===== src/rtl/demux_2ch_deserializer_pkg.sv =====
// Shared defaults for the 2-channel demux deserializer.
package demux_2ch_deserializer_pkg;

  localparam int DESER_W_DEFAULT         = 8;
  localparam bit DESER_LSB_FIRST_DEFAULT = 1'b1;

endpackage


===== src/rtl/demux_2ch_deserializer_lane.sv =====
// One deserializer channel: shift register, bit counter, output word register,
// valid/ready handshake and sticky overflow.
module deser_lane
  import demux_2ch_deserializer_pkg::*;
#(
  parameter int W         = DESER_W_DEFAULT,
  parameter bit LSB_FIRST = DESER_LSB_FIRST_DEFAULT
) (
  input  logic         i_clk,
  input  logic         i_rst,
  input  logic         i_take,
  input  logic         i_bit,
  input  logic         i_sync,
  input  logic         i_ready,
  output logic [W-1:0] o_data,
  output logic         o_valid,
  output logic         o_ovf
);

  localparam int CNT_W = $clog2(W);
  localparam logic [CNT_W-1:0] CNT_LAST = CNT_W'(W - 1);

  logic [W-1:0]     r_shift;
  logic [CNT_W-1:0] r_cnt;
  logic [W-1:0]     r_data;
  logic             r_valid;
  logic             r_ovf;

  logic [CNT_W-1:0] w_cnt_base;
  logic [CNT_W-1:0] w_pos;
  logic [W-1:0]     w_word;
  logic             w_done;
  logic             w_load;

  // sync restarts the frame on this very edge, so a bit taken with it is bit 0
  assign w_cnt_base = i_sync ? '0 : r_cnt;
  assign w_pos      = LSB_FIRST ? w_cnt_base : (CNT_LAST - w_cnt_base);
  assign w_done     = i_take && (w_cnt_base == CNT_LAST);
  assign w_load     = w_done && (!r_valid || i_ready);

  always_comb begin
    w_word        = r_shift;
    w_word[w_pos] = i_bit;
  end

  always_ff @(posedge i_clk or posedge i_rst) begin
    if (i_rst) begin
      r_shift <= '0;
      r_cnt   <= '0;
    end else if (i_take) begin
      r_shift <= w_word;
      r_cnt   <= (w_cnt_base == CNT_LAST) ? '0 : w_cnt_base + 1'b1;
    end else if (i_sync) begin
      r_cnt   <= '0;
    end
  end

  // A completed word is dropped only when the held word is not leaving this edge
  always_ff @(posedge i_clk or posedge i_rst) begin
    if (i_rst) begin
      r_data  <= '0;
      r_valid <= 1'b0;
      r_ovf   <= 1'b0;
    end else if (w_load) begin
      r_data  <= w_word;
      r_valid <= 1'b1;
    end else if (w_done) begin
      r_ovf   <= 1'b1;
    end else if (r_valid && i_ready) begin
      r_valid <= 1'b0;
    end
  end

  assign o_data  = r_data;
  assign o_valid = r_valid;
  assign o_ovf   = r_ovf;

endmodule


===== src/rtl/demux_2ch_deserializer.sv =====
// Deserializer behind the 1x2 bit demux: only the selected lane is sampled and
// each channel packs its bits into W-bit words.
module demux_2ch_deserializer
  import demux_2ch_deserializer_pkg::*;
#(
  parameter int W         = DESER_W_DEFAULT,
  parameter bit LSB_FIRST = DESER_LSB_FIRST_DEFAULT
) (
  input  logic           i_clk,
  input  logic           i_rst,
  input  logic           i_en,
  input  logic           i_s,
  input  logic [1:0]     i_y,
  input  logic           i_sync,
  output logic [2*W-1:0] o_out_data,
  output logic [1:0]     o_out_valid,
  input  logic [1:0]     i_out_ready,
  output logic [1:0]     o_ovf
);

  logic         w_bit;
  logic [W-1:0] w_data0;
  logic [W-1:0] w_data1;

  // The idle demux lane floats; the mux keeps it out of the datapath
  assign w_bit = i_s ? i_y[1] : i_y[0];

  deser_lane #(.W(W), .LSB_FIRST(LSB_FIRST)) u_lane0 (
    .i_clk   (i_clk),
    .i_rst   (i_rst),
    .i_take  (i_en & ~i_s),
    .i_bit   (w_bit),
    .i_sync  (i_sync),
    .i_ready (i_out_ready[0]),
    .o_data  (w_data0),
    .o_valid (o_out_valid[0]),
    .o_ovf   (o_ovf[0])
  );

  deser_lane #(.W(W), .LSB_FIRST(LSB_FIRST)) u_lane1 (
    .i_clk   (i_clk),
    .i_rst   (i_rst),
    .i_take  (i_en & i_s),
    .i_bit   (w_bit),
    .i_sync  (i_sync),
    .i_ready (i_out_ready[1]),
    .o_data  (w_data1),
    .o_valid (o_out_valid[1]),
    .o_ovf   (o_ovf[1])
  );

  assign o_out_data = {w_data1, w_data0};

endmodule

===== config.mk =====
export PLATFORM = sky130hd
export DESIGN_NAME = demux_2ch_deserializer
export DESIGN_NICKNAME = d
export VERILOG_FILES = /design/src/rtl/demux_2ch_deserializer_pkg.sv /design/src/rtl/demux_2ch_deserializer_lane.sv /design/src/rtl/demux_2ch_deserializer.sv
export SDC_FILE = /design/constraint.sdc
export NUM_CORES = 1
export LEC_CHECK = 0
export ABC_CLOCK_PERIOD_IN_PS = 2400
export BUFFER_PORTS_ARGS = -buffer_cell sky130_fd_sc_hd__buf_2
export CAP_MARGIN = 0
export CORE_MARGIN = 2
export CORE_UTILIZATION = 30
export DETAILED_ROUTE_END_ITERATION = 16
export PLACE_DENSITY = 0.46
export SYNTH_ARGS = -nofsm -noshare
export SYNTH_HDL_FRONTEND = slang
export SYNTH_SLANG_ARGS = --single-unit

===== constraint.sdc =====
create_clock -name i_clk -period 2.4 [get_ports i_clk]
set_input_delay 0.72 -clock i_clk [delete_from_list [all_inputs] [get_ports i_clk]]
set_output_delay 0.72 -clock i_clk [all_outputs]
set_load 0.1 [all_outputs]

==> results of run 1 <==
sequential cells by signal (all words and copies together) (netlist names):
name / cells
u_lane1.r_cnt: 3
u_lane1.o_valid: 1
u_lane0.o_ovf: 1
u_lane1.o_data: 8
u_lane0.o_valid: 1
u_lane0.r_shift: 8
u_lane1.o_ovf: 1
u_lane1.r_shift: 8
u_lane0.o_data: 8
u_lane0.r_cnt: 3
stage by stage:
step	worst slack [ns]	cell area (um2)	util	hold WS (ns)	instances
global route	0.291	2650	0.365	0.486	320
detailed placement	0.0973	2510	0.346	0.442	312
global placement	0.165	2510	0.346	0.437	312
floorplan	0.159	2240	-	0.429	189
CTS	0.413	2650	0.365	0.461	320
finish	0.420	2650	0.365	0.455	320
routing by layer:
metal / global-route usage / part of all wire / wire [um] / vias up
met5: 0 / 0 / 0 / -
met4: 0.0346 / 0.013 / 61 / 0
met3: 0.0267 / 0.037 / 170 / 6
met2: 0.168 / 0.40 / 1820 / 31
met1: 0.185 / 0.55 / 2540 / 756
li1: - / - / - / 755
worst register-to-register path, cell delays in order, from the launching register on:
cell	delay [ns]
dfrtp_1	0.57
and3b_1	0.29
ha_1	0.23
nand3_1	0.11
nor2_1	0.12
buf_4	0.17
mux2_2	0.34
final cells by class:
| type | count | area (um2) | share of cell area |
|---|---|---|---|
| flip-flops and latches | 42 | 1050 | 0.397 |
| clock inverters | 2 | 60.1 | 0.0227 |
| multi-input cells | 129 | 1080 | 0.408 |
| well taps | 99 | 124 | 0.0467 |
| clock buffers | 6 | 82.6 | 0.0312 |
| inverters | 2 | 7.51 | 0.00283 |
| repair buffers | 40 | 243 | 0.0916 |
worst paths after layout:
kind / depth (start not counted) / end
hold reg to reg: 1 / u_lane1.o_ovf
max in group asynchronous: 3 / u_lane0.o_valid
setup / recovery: 7 / u_lane1.o_data[2]
setup reg to reg: 6 / u_lane1.o_data[2]
hold / removal: 1 / u_lane1.o_ovf
min in group asynchronous: 3 / u_lane0.o_data[5]
power by group through the flow:
stage | clock network, mW | registers, mW | logic [mW]
6_report | 0.703 | 0.780 | 0.157
2_1_floorplan | 0 | 0.774 | 0.140
4_1_cts | 0.725 | 0.781 | 0.162
3_5_place_dp | 0 | 0.795 | 0.162
5_1_grt | 0.751 | 0.788 | 0.179
3_3_place_gp | 0 | 0.792 | 0.160
cells by family (layout without fill, tap and decap cells):
kind of cell,after synthesis,after routing
muxes,42,42
xor gates and xnor gates,2,2
AOI/OAI and AO/OA,22,22
adders and majority gates,2,2
DFF,42,42
and+or+nand+nor,61,61
buffers and inverters,18,50
placed cells by master, fill, tap and decap left out, types with 2 or more instances in the layout:
master	count
ha_1	2
nor4bb_1	5
buf_4	11
xnor2_1	2
nor4b_1	8
bufinv_16	2
and3b_1	3
nand4_1	2
or4b_1	2
nor2_1	6
dfrtp_1	42
o41ai_1	2
o21ai_0	10
nor3b_1	2
o21ba_2	2
mux2_2	41
buf_2	28
nand3_1	3
nor2b_1	5
nand2_1	7
nand2b_1	4
nor3_1	3
clkbuf_8	6
a21oi_1	3
nand4b_1	4
==> impl_metrics.env, run 1 <==
export IMPL_status="finished clean"
export IMPL_rrSetupSlack_ns=0.46
export IMPL_tritoncts="built"
export IMPL_p_sw_mw=0.372
export IMPL_maxCapViolations=0
export IMPL_rsz0062_at_grt="false"
export IMPL_clkLatencyLatePin_ns=0.29
export IMPL_grt_overflow=0
export IMPL_gp_congestion=0.679
export IMPL_path_class="input port to flip-flop"
export IMPL_seqPwrFrac=0.475
export IMPL_synth_edff_count=0
export IMPL_tns_ns=0
export IMPL_hold_viol_final=0
export IMPL_wl_per_cell_um=14.4
export IMPL_leakage_nw=1.28
export IMPL_antenna_left=0
export IMPL_path_max_fanout=14
export IMPL_clkPwrFrac=0.429
export IMPL_synthTopCellsByArea="dfrtp_1 (47%), mux2_2 (21%), nor4b_1 (3.1%)"
export IMPL_ys_seq_area_frac=0.469
export IMPL_synth_top_area_cell="dfrtp_1"
export IMPL_syn_avg_cell_area_um2=11.9
export IMPL_r2r_start="u_lane1.r_cnt[0]"
export IMPL_holdBufCountCts=0
export IMPL_cp_num_buf_inv=2
export IMPL_synth_xor_area_frac=0.00782
export IMPL_wirelength_um=4600
export IMPL_yosysMostFrequentCell="dfrtp_1"
export IMPL_max_clock_freq_mhz=505
export IMPL_critPathMaxStageDelay_ns=0.34
export IMPL_antenna_found_initial=0
export IMPL_ys_flop_type="dfrtp_1"
export IMPL_cts_reportedPaths_clkPinSlew_ns=0.09
export IMPL_grt_pass1_wl_um=7970
export IMPL_p_per_area_nw_per_um2=619
export IMPL_nets=231
export IMPL_period_minus_slack_ns=1.98
export IMPL_grt_max_degree=43
export IMPL_dp_hpwl_um=3080
export IMPL_power_share_switching=0.227
export IMPL_cp_startpoint="i_sync"
export IMPL_crit_family="simple AND/OR/NAND/NOR gates"
export IMPL_num_vias=1548
export IMPL_syn_inst=189
export IMPL_power_mw=1.64
export IMPL_slowest_stage="mux2_2"
export IMPL_grt_pass1_vias=1550
export IMPL_synth_seq_cells=42
export IMPL_synthSimpleGateAreaFrac=0.185
export IMPL_grt_total_usage=0.120
export IMPL_area_growth_pct=18.3
export IMPL_cts_resized=0
export IMPL_hold_path_class="flip-flop to flip-flop"
export IMPL_cts_root_buffer_cell="clkbuf_8"
export IMPL_die_w_um=90.4
export IMPL_muxShareOfSynthArea=0.213
export IMPL_synth_cell_type_count=39
export IMPL_synth_commonest_cells="dfrtp_1 (42), mux2_2 (41), o21ai_0 (10), buf_2 (8), nor4b_1 (8)"
export IMPL_syn_area_um2=2240
export IMPL_drc=0
export IMPL_synth_top_area_share=0.469
export IMPL_syn_nets=200
export IMPL_post_cts_setup_buffers=0
export IMPL_worstPathCellList="buf_2 -> and3b_1 -> ha_1 -> nand3_1 -> nor2_1 -> buf_4 -> mux2_2"
export IMPL_antennaDiodeCount=0
export IMPL_internal_power_mw=1.27
export IMPL_clock_skew_ns=0.00569
export IMPL_synth_top_family_by_area="multiplexers"
export IMPL_drive_above_1_share=0.425
export IMPL_numCtsBuffers=5
export IMPL_rows=31
export IMPL_pin_count=29
export IMPL_finalCritPeriodShare=0.825
export IMPL_synth_compound_area_frac=0.0664
export IMPL_drtIter0Drc=69
export IMPL_async_reset_ff_frac=1.00
export IMPL_worstPathRequired_ns=2.59
export IMPL_combinationalPowerShare=0.096
export IMPL_clock_path_buffers=2
export IMPL_synth_warnings=0
export IMPL_cts_sinks=42
export IMPL_endpoint_kind="flip-flop"
export IMPL_place_port_buffers=28
export IMPL_fillers=757
export IMPL_worstMarginPinSlew_ns=0.551
export IMPL_dr_pass1_iters=4
export IMPL_synth_adder_area_share=0.0112
export IMPL_ir_worst_vdd_mv=0.219
export IMPL_critPathLaunchType="input port"
export IMPL_relSlewSlack=0.633
export IMPL_start_util=0.309
export IMPL_dieArea_um2=8180
export IMPL_drv_slew=0
export IMPL_setup_viol=0
export IMPL_arrival_ns=2.17
export IMPL_vias_per_cell=4.84
export IMPL_fp_coreArea_um2=7250
export IMPL_hold_path_startpoint="u_lane1.o_ovf"
export IMPL_chipHeight_um=90.4
export IMPL_h_tree_depth=2
Note: power is estimated with default switching activity, not from simulation.
==> run 2: changes to the inputs <==
Settings changed: ABC_CLOCK_PERIOD_IN_PS 2400 to 1900.
Clock period 2.4 ns to 1.9 ns, I/O delays scaled along.
==> impl_metrics.env, run 2 (same netlist as run 1, synthesis figures left out) <==
export IMPL_power_mw=1.77
export IMPL_drive_above_1_share=0.481
export IMPL_cts_reportedPaths_clkPinSlew_ns=0.08
export IMPL_antenna_left=0
export IMPL_hold_viol_final=0
export IMPL_hold_path_class="input port to async pin"
export IMPL_cts_root_buffer_cell="clkbuf_8"
export IMPL_status="finished clean"
export IMPL_drc=0
export IMPL_grt_overflow=0
export IMPL_tritoncts="built"
export IMPL_drtIter0Drc=69
export IMPL_r2r_start="u_lane0.r_cnt[0]"
export IMPL_clkLatencyLatePin_ns=0.29
export IMPL_numCtsBuffers=5
export IMPL_start_util=0.309
export IMPL_cts_sinks=42
export IMPL_wirelength_um=4620
export IMPL_path_class="flip-flop to flip-flop"
export IMPL_antenna_found_initial=0
export IMPL_gp_congestion=0.729
export IMPL_place_port_buffers=28
export IMPL_arrival_ns=1.93
export IMPL_dr_pass1_iters=4
export IMPL_layout_common_cells="mux2_2 (40), dfrtp_1 (40), buf_2 (28), buf_4 (28), o21ai_0 (10)"
export IMPL_grt_pass1_wl_um=8110
export IMPL_vias_per_cell=4.73
export IMPL_endpoint_kind="flip-flop"
export IMPL_maxCapViolations=0
export IMPL_reg2reg_depth=5
export IMPL_period_minus_slack_ns=1.76
export IMPL_setup_viol=0
export IMPL_post_cts_setup_buffers=0
export IMPL_rrSetupSlack_ns=0.14
export IMPL_stdcell_count=336
export IMPL_clock_path_buffers=2
export IMPL_clock_skew_ns=0.00401
export IMPL_critPathLaunchType="flip-flop"
export IMPL_fillers=748
export IMPL_num_vias=1588
export IMPL_worstMarginPinSlew_ns=0.618
export IMPL_rsz0062_at_grt="false"
export IMPL_die_w_um=90.4
export IMPL_path_max_fanout=8
export IMPL_grt_max_degree=43
export IMPL_reg2reg_to="u_lane0.o_data[3]"
export IMPL_worstPathRequired_ns=2.07
export IMPL_fp_coreArea_um2=7250
export IMPL_dieArea_um2=8180
export IMPL_rows=31
export IMPL_pin_count=29
export IMPL_grt_pass1_vias=1603
export IMPL_placed_cells=329
export IMPL_finalCritPeriodShare=0.926
export IMPL_dp_hpwl_um=3220
export IMPL_wl_per_cell_um=13.7
export IMPL_chipHeight_um=90.4
export IMPL_ir_worst_vdd_mv=0.226
export IMPL_h_tree_depth=2
export IMPL_nets=248
export IMPL_relSlewSlack=0.587
export IMPL_antennaDiodeCount=0
export IMPL_holdBufCountCts=0
export IMPL_grt_total_usage=0.121
export IMPL_cts_resized=0
export IMPL_drv_slew=0
export IMPL_area_growth_pct=23.1
export IMPL_leakage_nw=1.32
export IMPL_p_per_area_nw_per_um2=644
export IMPL_max_clock_freq_mhz=568
run 2: changes by cell type in the layout (fill, tap and decap cells not counted), moves of 2 or more:
cell,previous run,this run
dfrtp_2,0,2
clkbuf_1,0,2
buf_4,11,28
bufinv_16,2,0
nor2_4,0,2
ha_1,2,0
dfrtp_1,42,40
run 2: report_power, final:
group | internal, mW | total, mW | switching, mW | leakage, nW
combinational | 0.130 | 0.246 | 0.116 | 0.716
clock | 0.254 | 0.553 | 0.299 | 0.0383
sequential | 0.940 | 0.976 | 0.0356 | 0.571
run 2: area by class of cell:
cell class                      instances  area, um2  area share
Inverter                                2       7.51     0.00272
Tap cell                               99        124      0.0449
Sequential cell                        42       1050       0.382
Clock buffer                            7       76.3      0.0277
Timing Repair Buffer                   57        370       0.134
Multi-Input combinational cell        129       1130       0.408
run 2: how the worst max path moves through the flow:
stage          cells after the start                 to             start  slack, ns
5_1_grt                            5  u_lane0.o_data[3]  u_lane0.r_cnt[0]      0.009
6_report                           5  u_lane0.o_data[3]  u_lane0.r_cnt[0]       0.14
4_1_cts                            6  u_lane0.o_data[5]  u_lane0.r_cnt[2]       0.06
2_1_floorplan                      6  u_lane0.o_data[2]            i_sync      -0.04
3_3_place_gp                       6  u_lane0.o_data[4]            i_sync      -0.12
3_5_place_dp                       6  u_lane0.o_data[4]            i_sync      -0.17
run 2: per-stage QoR:
step	hold WS, ns	worst slack, ns	util	area (um2)	setup TNS [ns]
2_1_floorplan	0.429	-0.0384	-	2290	-0.233
3_3_place_gp	0.439	-0.123	0.369	2680	-1.28
3_5_place_dp	0.445	-0.168	0.369	2680	-1.67
4_1_cts	0.303	0.0599	0.380	2760	0
5_1_grt	0.314	0.00916	0.380	2760	0
6_report	0.300	0.141	0.380	2760	0
run 2: worst max-delay path, stage by stage (launching register included):
cell,delay [ns]
dfrtp_1,0.47
and3b_1,0.22
ha_2,0.19
nand3b_1,0.14
nor2_4,0.25
mux2_2,0.37
run 2: layer usage:
| layer | GRT usage | wire length, um | vias to the layer above |
|---|---|---|---|
| met3 | 0.0334 | 227 | 4 |
| met2 | 0.167 | 1820 | 37 |
| met1 | 0.184 | 2540 | 762 |
| met4 | 0.0308 | 38 | 0 |
| met5 | 0 | 0 | - |
| li1 | - | - | 785 |
==> run 3: changes to the inputs <==
Settings changed: ABC_AREA set to 1.
==> impl_metrics.env, run 3 <==
export IMPL_status="finished clean"
export IMPL_endpoint_kind="primary output"
export IMPL_max_clock_freq_mhz=599
export IMPL_synthTopCellsByArea="dfrtp_1 (49%), nand2_1 (17%), nand3_1 (14%)"
export IMPL_post_cts_setup_buffers=0
export IMPL_synth_commonest_cells="nand2_1 (94), nand3_1 (59), dfrtp_1 (42), inv_1 (31), nor2_1 (19)"
export IMPL_grt_overflow=0
export IMPL_p_per_area_nw_per_um2=755
export IMPL_critPathMaxStageDelay_ns=0.43
export IMPL_gp_congestion=0.809
export IMPL_ir_worst_vdd_mv=0.248
export IMPL_path_class="flip-flop to primary output"
export IMPL_syn_nets=293
export IMPL_pin_count=29
export IMPL_relSlewSlack=0.678
export IMPL_die_w_um=88.3
export IMPL_hold_viol_final=0
export IMPL_finalCritPeriodShare=0.878
export IMPL_synth_seq_cells=42
export IMPL_worstMarginPinSlew_ns=0.487
export IMPL_h_tree_depth=2
export IMPL_syn_area_um2=2130
export IMPL_cts_resized=0
export IMPL_power_share_switching=0.285
export IMPL_drv_slew=0
export IMPL_synth_top_area_cell="dfrtp_1"
export IMPL_internal_power_mw=1.36
export IMPL_layout_common_cells="nand2_1 (94), nand3_1 (59), dfrtp_1 (42)"
export IMPL_pre_cts_ws_ns=0.0786
export IMPL_worstPathRequired_ns=1.33
export IMPL_grt_max_degree=43
export IMPL_antenna_left=0
export IMPL_crit_family="buffers and inverters"
export IMPL_wl_per_cell_um=12.2
export IMPL_nets=330
export IMPL_p_sw_mw=0.541
export IMPL_maxCapViolations=0
export IMPL_cts_sinks=42
export IMPL_start_util=0.312
export IMPL_rows=30
export IMPL_leakage_nw=1.44
export IMPL_synth_cell_type_count=20
export IMPL_stdcell_count=416
export IMPL_clock_skew_ns=0.00394
export IMPL_async_reset_ff_frac=1.00
export IMPL_tritoncts="built"
export IMPL_worstPathCellList="buf_2"
export IMPL_num_vias=1800
export IMPL_fin_ws_ns=0.232
export IMPL_clock_path_buffers=2
export IMPL_holdBufCountCts=0
export IMPL_place_port_buffers=28
export IMPL_slowest_stage="buf_2"
export IMPL_dp_hpwl_um=3600
export IMPL_syn_avg_cell_area_um2=7.56
export IMPL_dr_pass1_iters=4
export IMPL_setup_viol=0
export IMPL_drive_above_1_share=0.172
export IMPL_grt_total_usage=0.146
export IMPL_area_growth_pct=18.2
export IMPL_rsz0062_at_grt="false"
export IMPL_wirelength_um=5090
export IMPL_synth_edff_count=0
export IMPL_synth_warnings=0
export IMPL_vias_per_cell=4.33
export IMPL_ys_seq_area_frac=0.493
export IMPL_ys_flop_type="dfrtp_1"
export IMPL_critPathLaunchType="flip-flop"
export IMPL_cts_root_buffer_cell="clkbuf_8"
export IMPL_syn_inst=282
export IMPL_arrival_ns=1.10
export IMPL_path_max_fanout=2
export IMPL_combinationalPowerShare=0.142
export IMPL_fp_coreArea_um2=6830
export IMPL_drtIter0Drc=97
export IMPL_chipHeight_um=88.3
export IMPL_grt_pass1_vias=1682
export IMPL_cts_reportedPaths_clkPinSlew_ns=0.08
export IMPL_synth_top_area_share=0.493
export IMPL_placed_cells=408
export IMPL_grt_pass1_wl_um=8610
export IMPL_clkPwrFrac=0.320
export IMPL_dieArea_um2=7800
export IMPL_yosysMostFrequentCell="nand2_1"
export IMPL_hold_path_class="input port to async pin"
export IMPL_drc=0
export IMPL_clkLatencyLatePin_ns=0.29
export IMPL_mostFrequentLayoutCell="nand2_1"
export IMPL_power_mw=1.90
export IMPL_numCtsBuffers=5
export IMPL_antennaDiodeCount=0
export IMPL_antenna_found_initial=0
export IMPL_period_minus_slack_ns=1.67
export IMPL_seqPwrFrac=0.538
export IMPL_cp_num_buf_inv=1
export IMPL_tns_ns=0
[run 3: cell count changes after synthesis, moves of 8 or more]
cell / before / now
nor2_1: 6 / 19
nand2_1: 7 / 94
inv_1: 2 / 31
nand3_1: 3 / 59
nor4b_1: 8 / 0
mux2_2: 41 / 0
[run 3: final timing paths]
check | from | end | slack (ns) | depth (start not counted)
setup / recovery | u_lane0.o_data[3] | o_out_data[3] | 0.23 | 1
hold / removal | i_rst | u_lane0.r_cnt[2] | 0.30 | 3
setup reg to reg | u_lane1.r_cnt[2] | u_lane1.o_data[1] | 0.35 | 9
hold reg to reg | u_lane1.o_ovf | u_lane1.o_ovf | 0.47 | 1
max in group asynchronous | i_rst | u_lane1.o_data[3] | 1.40 | 3
min in group i_clk | u_lane1.o_ovf | u_lane1.o_ovf | 0.47 | 1
[run 3: layer usage]
metal / part of all wire / vias up / GRT usage
met4: 0.015 / 0 / 0.0468
met5: 0 / - / 0
met1: 0.55 / 796 / 0.229
met3: 0.039 / 6 / 0.0326
met2: 0.40 / 39 / 0.195
li1: - / 959 / -
[run 3: final cells by class]
type,instances,area [um2]
clock buffer,7,86.3
clock inverter,1,5.00
fill,748,4310
inverter,34,128
multi-input combinational,196,887
sequential,42,1050
tap,96,120
timing repair buffer,40,243
[run 3: power groups by stage]
stage	Clock [mW]	Combinational [mW]	Sequential, mW
2_1_floorplan	0	0.207	1.03
3_3_place_gp	0	0.271	1.04
4_1_cts	0.631	0.275	1.02
5_1_grt	0.673	0.321	1.03
6_report	0.609	0.270	1.02
3_5_place_dp	0	0.275	1.04
[run 3: logic make-up (layout without fill, tap and decap cells)]
| group | count (synthesis) | after routing | synth area share |
|---|---|---|---|
| buffers and inverters | 44 | 82 | 0.0910 |
| adder cells (fa/ha/maj) | 2 | 2 | 0.0117 |
| AO/OA/AOI/OAI | 11 | 11 | 0.0329 |
| flip-flops | 42 | 42 | 0.493 |
| AND/OR/NAND/NOR | 182 | 182 | 0.367 |
| XOR/XNOR | 1 | 1 | 0.00411 |
[run 3: metrics by stage]
stage / util / cell area, um2 / hold slack [ns]
3_5_place_dp: 0.355 / 2430 / 0.449
2_1_floorplan: - / 2130 / 0.429
4_1_cts: 0.369 / 2520 / 0.303
3_3_place_gp: 0.355 / 2430 / 0.448
6_report: 0.369 / 2520 / 0.297
5_1_grt: 0.369 / 2520 / 0.317
